<file path="config.mk">
export PLATFORM = sky130hd
export DESIGN_NAME = imem_loader
export DESIGN_NICKNAME = d
export VERILOG_FILES = /design/src/rtl/mips_loader_pkg.sv /design/src/rtl/imem_loader.sv
export SDC_FILE = /design/constraint.sdc
export NUM_CORES = 1
export LEC_CHECK = 0
export CORE_ASPECT_RATIO = 1.4
export CORE_UTILIZATION = 56
export CTS_BUF_LIST = sky130_fd_sc_hd__clkbuf_2
export DETAILED_ROUTE_END_ITERATION = 10
export PLACE_DENSITY = 0.92
export SLEW_MARGIN = 20
export SYNTH_ARGS = -nofsm -noshare
export SYNTH_HDL_FRONTEND = slang
export SYNTH_SLANG_ARGS = --single-unit
</file>
<file path="constraint.sdc">
create_clock -name CLK -period 2.25 [get_ports CLK]
set_input_delay 0.225 -clock CLK [delete_from_list [all_inputs] [get_ports CLK]]
set_output_delay 0.225 -clock CLK [all_outputs]
set_load 0.01 [all_outputs]
</file>
<file path="src/rtl/mips_loader_pkg.sv">
// Shared types and constants for the instruction-memory loader.
// Latency: n/a (declarations only).
// Backpressure: n/a (declarations only).
package mips_loader_pkg;

  // Default instruction-memory geometry: 64 words of 32 bits.
  localparam int unsigned IMEM_ADDR_W    = 6;
  localparam int unsigned IMEM_WORDS     = 2 ** IMEM_ADDR_W;

  // Stream framing: 2-byte big-endian word count, then 4 bytes per word.
  localparam int unsigned HDR_BYTES      = 2;
  localparam int unsigned BYTES_PER_WORD = 4;

  typedef enum logic [2:0] {
    LEN_HI,
    LEN_LO,
    DATA,
    DONE,
    ERR
  } state_e;

endpackage : mips_loader_pkg

</file>
<file path="src/rtl/imem_loader.sv">
// Loads a byte-streamed program image into instruction RAM and holds the core in reset until done.
// Latency: write strobe one cycle after the 4th byte of a word is accepted; all outputs registered.
// Backpressure: rx_ready high in LEN_HI/LEN_LO/DATA with no bubbles, low in DONE/ERR and during reset.
//
// Ports:
//   CLK, RESET      clock (rising edge) and asynchronous active-low reset
//   rx_data/valid   incoming byte stream; rx_ready accepts (transfer = rx_valid & rx_ready)
//   reload          restart loading, honoured only in DONE
//   mem_we/addr/wdata  one-cycle word write into instruction RAM
//   cpu_reset       active-high core reset, released one cycle after done
//   done, error     image complete / header word count too large
module imem_loader
  import mips_loader_pkg::*;
#(
  parameter int unsigned ADDR_W = IMEM_ADDR_W,
  parameter int unsigned LEN_W  = 16
) (
  input  logic              CLK,
  input  logic              RESET,
  input  logic [7:0]        rx_data,
  input  logic              rx_valid,
  output logic              rx_ready,
  input  logic              reload,
  output logic              mem_we,
  output logic [ADDR_W-1:0] mem_addr,
  output logic [31:0]       mem_wdata,
  output logic              cpu_reset,
  output logic              done,
  output logic              error
);

  localparam logic [LEN_W-1:0] MAX_WORDS = LEN_W'(2 ** ADDR_W);
  localparam logic [1:0]       BYTE_LAST = 2'(BYTES_PER_WORD - 1);

  state_e              state_q, state_d;
  logic [LEN_W-1:0]    len_q, len_d;
  // One extra bit so a full 2**ADDR_W word image can be counted.
  logic [ADDR_W:0]     word_cnt_q, word_cnt_d;
  logic [1:0]          byte_cnt_q, byte_cnt_d;
  logic [23:0]         shift_q, shift_d;

  logic                rx_ready_q, rx_ready_d;
  logic                mem_we_q, mem_we_d;
  logic [ADDR_W-1:0]   mem_addr_q, mem_addr_d;
  logic [31:0]         mem_wdata_q, mem_wdata_d;
  logic                cpu_reset_q, cpu_reset_d;
  logic                done_q, done_d;
  logic                error_q, error_d;

  logic                xfer;
  logic [LEN_W-1:0]    n_len;
  logic [ADDR_W:0]     word_cnt_inc;

  assign xfer         = rx_valid & rx_ready_q;
  assign n_len        = {len_q[LEN_W-1:8], rx_data};
  assign word_cnt_inc = word_cnt_q + 1'b1;

  always_comb begin
    state_d     = state_q;
    len_d       = len_q;
    word_cnt_d  = word_cnt_q;
    byte_cnt_d  = byte_cnt_q;
    shift_d     = shift_q;
    mem_we_d    = 1'b0;
    mem_addr_d  = mem_addr_q;
    mem_wdata_d = mem_wdata_q;

    case (state_q)
      LEN_HI: begin
        if (xfer) begin
          len_d   = LEN_W'({rx_data, 8'h00});
          state_d = LEN_LO;
        end
      end
      LEN_LO: begin
        if (xfer) begin
          len_d      = n_len;
          word_cnt_d = '0;
          byte_cnt_d = '0;
          if (n_len == '0)            state_d = DONE;
          else if (n_len > MAX_WORDS) state_d = ERR;
          else                        state_d = DATA;
        end
      end
      DATA: begin
        if (xfer) begin
          byte_cnt_d = byte_cnt_q + 2'd1;
          shift_d    = {shift_q[15:0], rx_data};
          if (byte_cnt_q == BYTE_LAST) begin
            mem_we_d    = 1'b1;
            mem_addr_d  = word_cnt_q[ADDR_W-1:0];
            mem_wdata_d = {shift_q, rx_data};
            word_cnt_d  = word_cnt_inc;
            if (LEN_W'(word_cnt_inc) == len_q) state_d = DONE;
          end
        end
      end
      DONE: begin
        if (reload) begin
          state_d    = LEN_HI;
          len_d      = '0;
          word_cnt_d = '0;
          byte_cnt_d = '0;
          shift_d    = '0;
        end
      end
      default: ;  // ERR is sticky until RESET
    endcase

    rx_ready_d  = (state_d == LEN_HI) || (state_d == LEN_LO) || (state_d == DATA);
    done_d      = (state_d == DONE);
    error_d     = (state_d == ERR);
    // Release the core only once DONE has been held for a cycle, so the
    // final write lands before the first fetch.
    cpu_reset_d = !((state_q == DONE) && (state_d == DONE));
  end

  always_ff @(posedge CLK or negedge RESET) begin
    if (!RESET) begin
      state_q     <= LEN_HI;
      len_q       <= '0;
      word_cnt_q  <= '0;
      byte_cnt_q  <= '0;
      shift_q     <= '0;
      rx_ready_q  <= 1'b0;
      mem_we_q    <= 1'b0;
      mem_addr_q  <= '0;
      mem_wdata_q <= '0;
      cpu_reset_q <= 1'b1;
      done_q      <= 1'b0;
      error_q     <= 1'b0;
    end else begin
      state_q     <= state_d;
      len_q       <= len_d;
      word_cnt_q  <= word_cnt_d;
      byte_cnt_q  <= byte_cnt_d;
      shift_q     <= shift_d;
      rx_ready_q  <= rx_ready_d;
      mem_we_q    <= mem_we_d;
      mem_addr_q  <= mem_addr_d;
      mem_wdata_q <= mem_wdata_d;
      cpu_reset_q <= cpu_reset_d;
      done_q      <= done_d;
      error_q     <= error_d;
    end
  end

  assign rx_ready  = rx_ready_q;
  assign mem_we    = mem_we_q;
  assign mem_addr  = mem_addr_q;
  assign mem_wdata = mem_wdata_q;
  assign cpu_reset = cpu_reset_q;
  assign done      = done_q;
  assign error     = error_q;

endmodule : imem_loader
</file>
==> results.md <==
* First-pass GRT wire length at 14.2 mm
* Leakage at 0.00244 uW
* Hold Vio Cnt, Final at 0
* Initial antenna violation count at 0
* Die area at 7380 sq um
* Worst path max stage delay at 0.51 ns
* Max clock buf depth at 2
* Finished Layout Cells at 536
* # rows at 35
* DR vias/cell at 5.70
* Synth Flop Type: dfrtp_1
* Slew @ Worst Pin at 0.724 ns
* RSZ-0062 raised after global routing: false
* Height of the die at 101 microns
* Total CTS buffers at 9
* X dimension of the die at 72.9 microns
* Worst VDD drop at 490 uV
* Outcome: completed
* Critical-path cell list: ha_1 > nand2b_1 > o211a_1 > o32ai_1 > a41oi_1 > o21ba_1
* Register-to-register setup slack at 0.14 ns
* Worst EP arrival at 2.58 ns
* Worst skew pair latency at 0.57 ns
* Setup Viol. Count Final at 0
* CP startpoint kind: flop
* Vias in the first global route at 3021
* P&R area growth vs syn at 21.6%
* Layout cells sized above 1 at 9.68%
* Max FO, Critical Path at 7
* Post-route DRC at 0
* Drt total wl at 8.63 mm
* Tcrit/Tclk final at 93.8%
* Post-synth EDFFs at 0
* Synthesized cell area at 3940 sq um
* Syn avg cell area at 10.5 sq um
* Slowest-stage cell, CP: dfrtp_2
* Overflow after GRT at 0
* Hold WS at 0.207 ns
* Pwr Total at 3720 uW
* Vias after detailed routing at 3057
* FF-to-FF path depth at 6
* CTS tree: yes
* Final HPWL DP at 6.06 mm
* Number of nets produced by synthesis at 389
* Max Cap Viol at 0
* Crit. End Element: flop
* Post-Synthesis Cells at 375
* Clock root cell: clkbuf_2
* Hold WC Path Type: primary input to async pin
* Fmax at 0.474 GHz
* Min Tclk post-route at 2.11 ns
* Final Wtd Congestion at 0.883
* IO buf count at 54
* First drt pass iteration count at 5
* Placed Cells incl. Taps at 519
* Synth async-reset ratio at 100%
* Antenna Nets Post-Route at 0
* Yosys reg bits at 95
* Register area at 2380 sq um
* Core ar. at 6700 sq um
* Maximum level of the CTS H-tree at 3
* Ant. Diodes at 0
* Critical path data required time at 2.72 ns
* Synth unique cells at 48
* Footprint of the multi-input gates at 1440 sq um
* Starting Density at 58.8%
* Post-CTS Setup Repair Bufs at 0
* Fin Setup TNS at 0 ns
* Filler cells at 468
* Clock Sinks at 95
* Largest net degree at the start of global routing at 58
* Detailed Route Iter0 Violations at 198
* Drt wl/cell at 16.1 microns
* Sequential area share after synthesis at 60.4%
* Yosys warning count at 0
* Clk_skew at 0.0339 ns
* PwrDens at 776 nW/um^2
* Clk pin slew, worst setup/hold paths at 0.25 ns
* GRT Total Usage at 25.7%
* Slew Limit Fails at 0
* Nets@finish at 453
* Kind of critical path: flop to flop
* Rel. slew slack at 51.7%
* # IOs at 55
-- logic make-up (layout without fill, tap and decap cells) --
group	after synthesis	after routing	synth area share [%]
mux	8	8	2.03
simple gates	173	173	19.1
flops	95	95	60.4
buf+inv	25	94	3.02
fa+ha+maj	2	2	0.635
compound gates	63	63	12.9
xor+xnor	9	9	2.00
-- power breakdown --
group | internal (uW) | switching, uW
combinational | 307 | 319
sequential | 1900 | 214
clock | 383 | 597
-- cell type report --
type | count | area share (%)
repair buffers | 71 | 14.2
clock inverters | 7 | 2.09
clock buffers | 9 | 0.941
flip-flops and latches | 95 | 49.7
multi-input cells | 255 | 30.1
inverters | 7 | 0.549
well taps | 92 | 2.40
-- critical path: cells and delay by family, from the launching register on --
kind,cells,cell delay [ns]
AO/OA/AOI/OAI,4,1.03
adder cells (fa/ha/maj),1,0.29
flip-flops,1,0.51
AND/OR/NAND/NOR,1,0.19
-- registers in the layout, indices dropped and copies added (netlist names) --
register and cells:
byte_cnt_q 2, cpu_reset 1, done 1, error 1
len_q 16, mem_addr 6, mem_wdata 32, mem_we 1
rx_ready 1, shift_q 24, state_q 3, word_cnt_q 7
-- cells in the mapped netlist, types with 3 or more instances --
| cell type | instances | share of area, % |
|---|---|---|
| nand2_1 | 128 | 12 |
| nand2b_1 | 3 | 0.48 |
| nor2_1 | 17 | 1.6 |
| a21oi_1 | 4 | 0.51 |
| clkbuf_1 | 6 | 0.57 |
| xor2_1 | 3 | 0.67 |
| or3_1 | 3 | 0.48 |
| dfrtp_1 | 94 | 60 |
| inv_1 | 5 | 0.48 |
| xnor2_1 | 6 | 1.3 |
| mux2i_1 | 8 | 2.0 |
| a22o_1 | 33 | 7.3 |
| o21ai_1 | 8 | 1.0 |
| buf_2 | 8 | 1.0 |
| nand3_1 | 6 | 0.76 |
| nor4_1 | 3 | 0.48 |
-- cell usage in the layout, fill, tap and decap left out, types with 2 or more instances in the layout --
master | Yosys | routed
o21ai_0 | 2 | 2
xor2_1 | 3 | 3
nand3_1 | 6 | 6
bufinv_16 | 0 | 2
inv_6 | 0 | 4
nand2b_1 | 3 | 3
a22o_1 | 33 | 33
nand2_1 | 128 | 128
a21o_1 | 2 | 2
clkdlybuf4s50_1 | 0 | 53
inv_1 | 5 | 5
ha_1 | 2 | 2
nand3b_1 | 2 | 2
a41oi_1 | 2 | 2
a21oi_1 | 4 | 4
nor2b_1 | 2 | 2
mux2i_1 | 8 | 8
o21ai_1 | 8 | 8
xnor2_1 | 6 | 6
nor4_1 | 3 | 3
clkbuf_2 | 0 | 9
o31ai_1 | 2 | 2
buf_4 | 2 | 16
nor2_1 | 17 | 17
or3_1 | 3 | 3
dfrtp_1 | 94 | 93
-- what timing repair did --
item,in CTS,in global routing
hold buffers,1,0
endpoints found under the hold margin,54,0
endpoints found under the setup margin,0,1
gates resized for setup,0,1
-- metal layers --
metal	wire length [microns]	GRT usage (%)
met1	3560	32.9
met2	4390	42.4
met3	490	4.58
met4	183	12.5
met5	0	0
-- worst paths after layout --
path,endpoint,from
min in group CLK,mem_wdata[0],rx_data[0]
worst min register to register,byte_cnt_q[0],byte_cnt_q[0]
worst max register to register,rx_ready,word_cnt_q[0]
worst max-delay path,rx_ready,word_cnt_q[0]
worst min-delay path,error,RESET
max in group asynchronous,len_q[6],RESET
-- metrics by stage --
| stage | util, % | cell area [sq um] | setup slack, ns |
|---|---|---|---|
| floorplan | - | 3940 | 0.340 |
| global placement | 69.1 | 4630 | 0.222 |
| detailed placement | 69.1 | 4630 | 0.146 |
| CTS | 71.4 | 4790 | 0.123 |
| global route | 71.5 | 4790 | 0.0104 |
| finish | 71.5 | 4790 | 0.140 |
No activity file was read; power rests on OpenSTA's default activity.
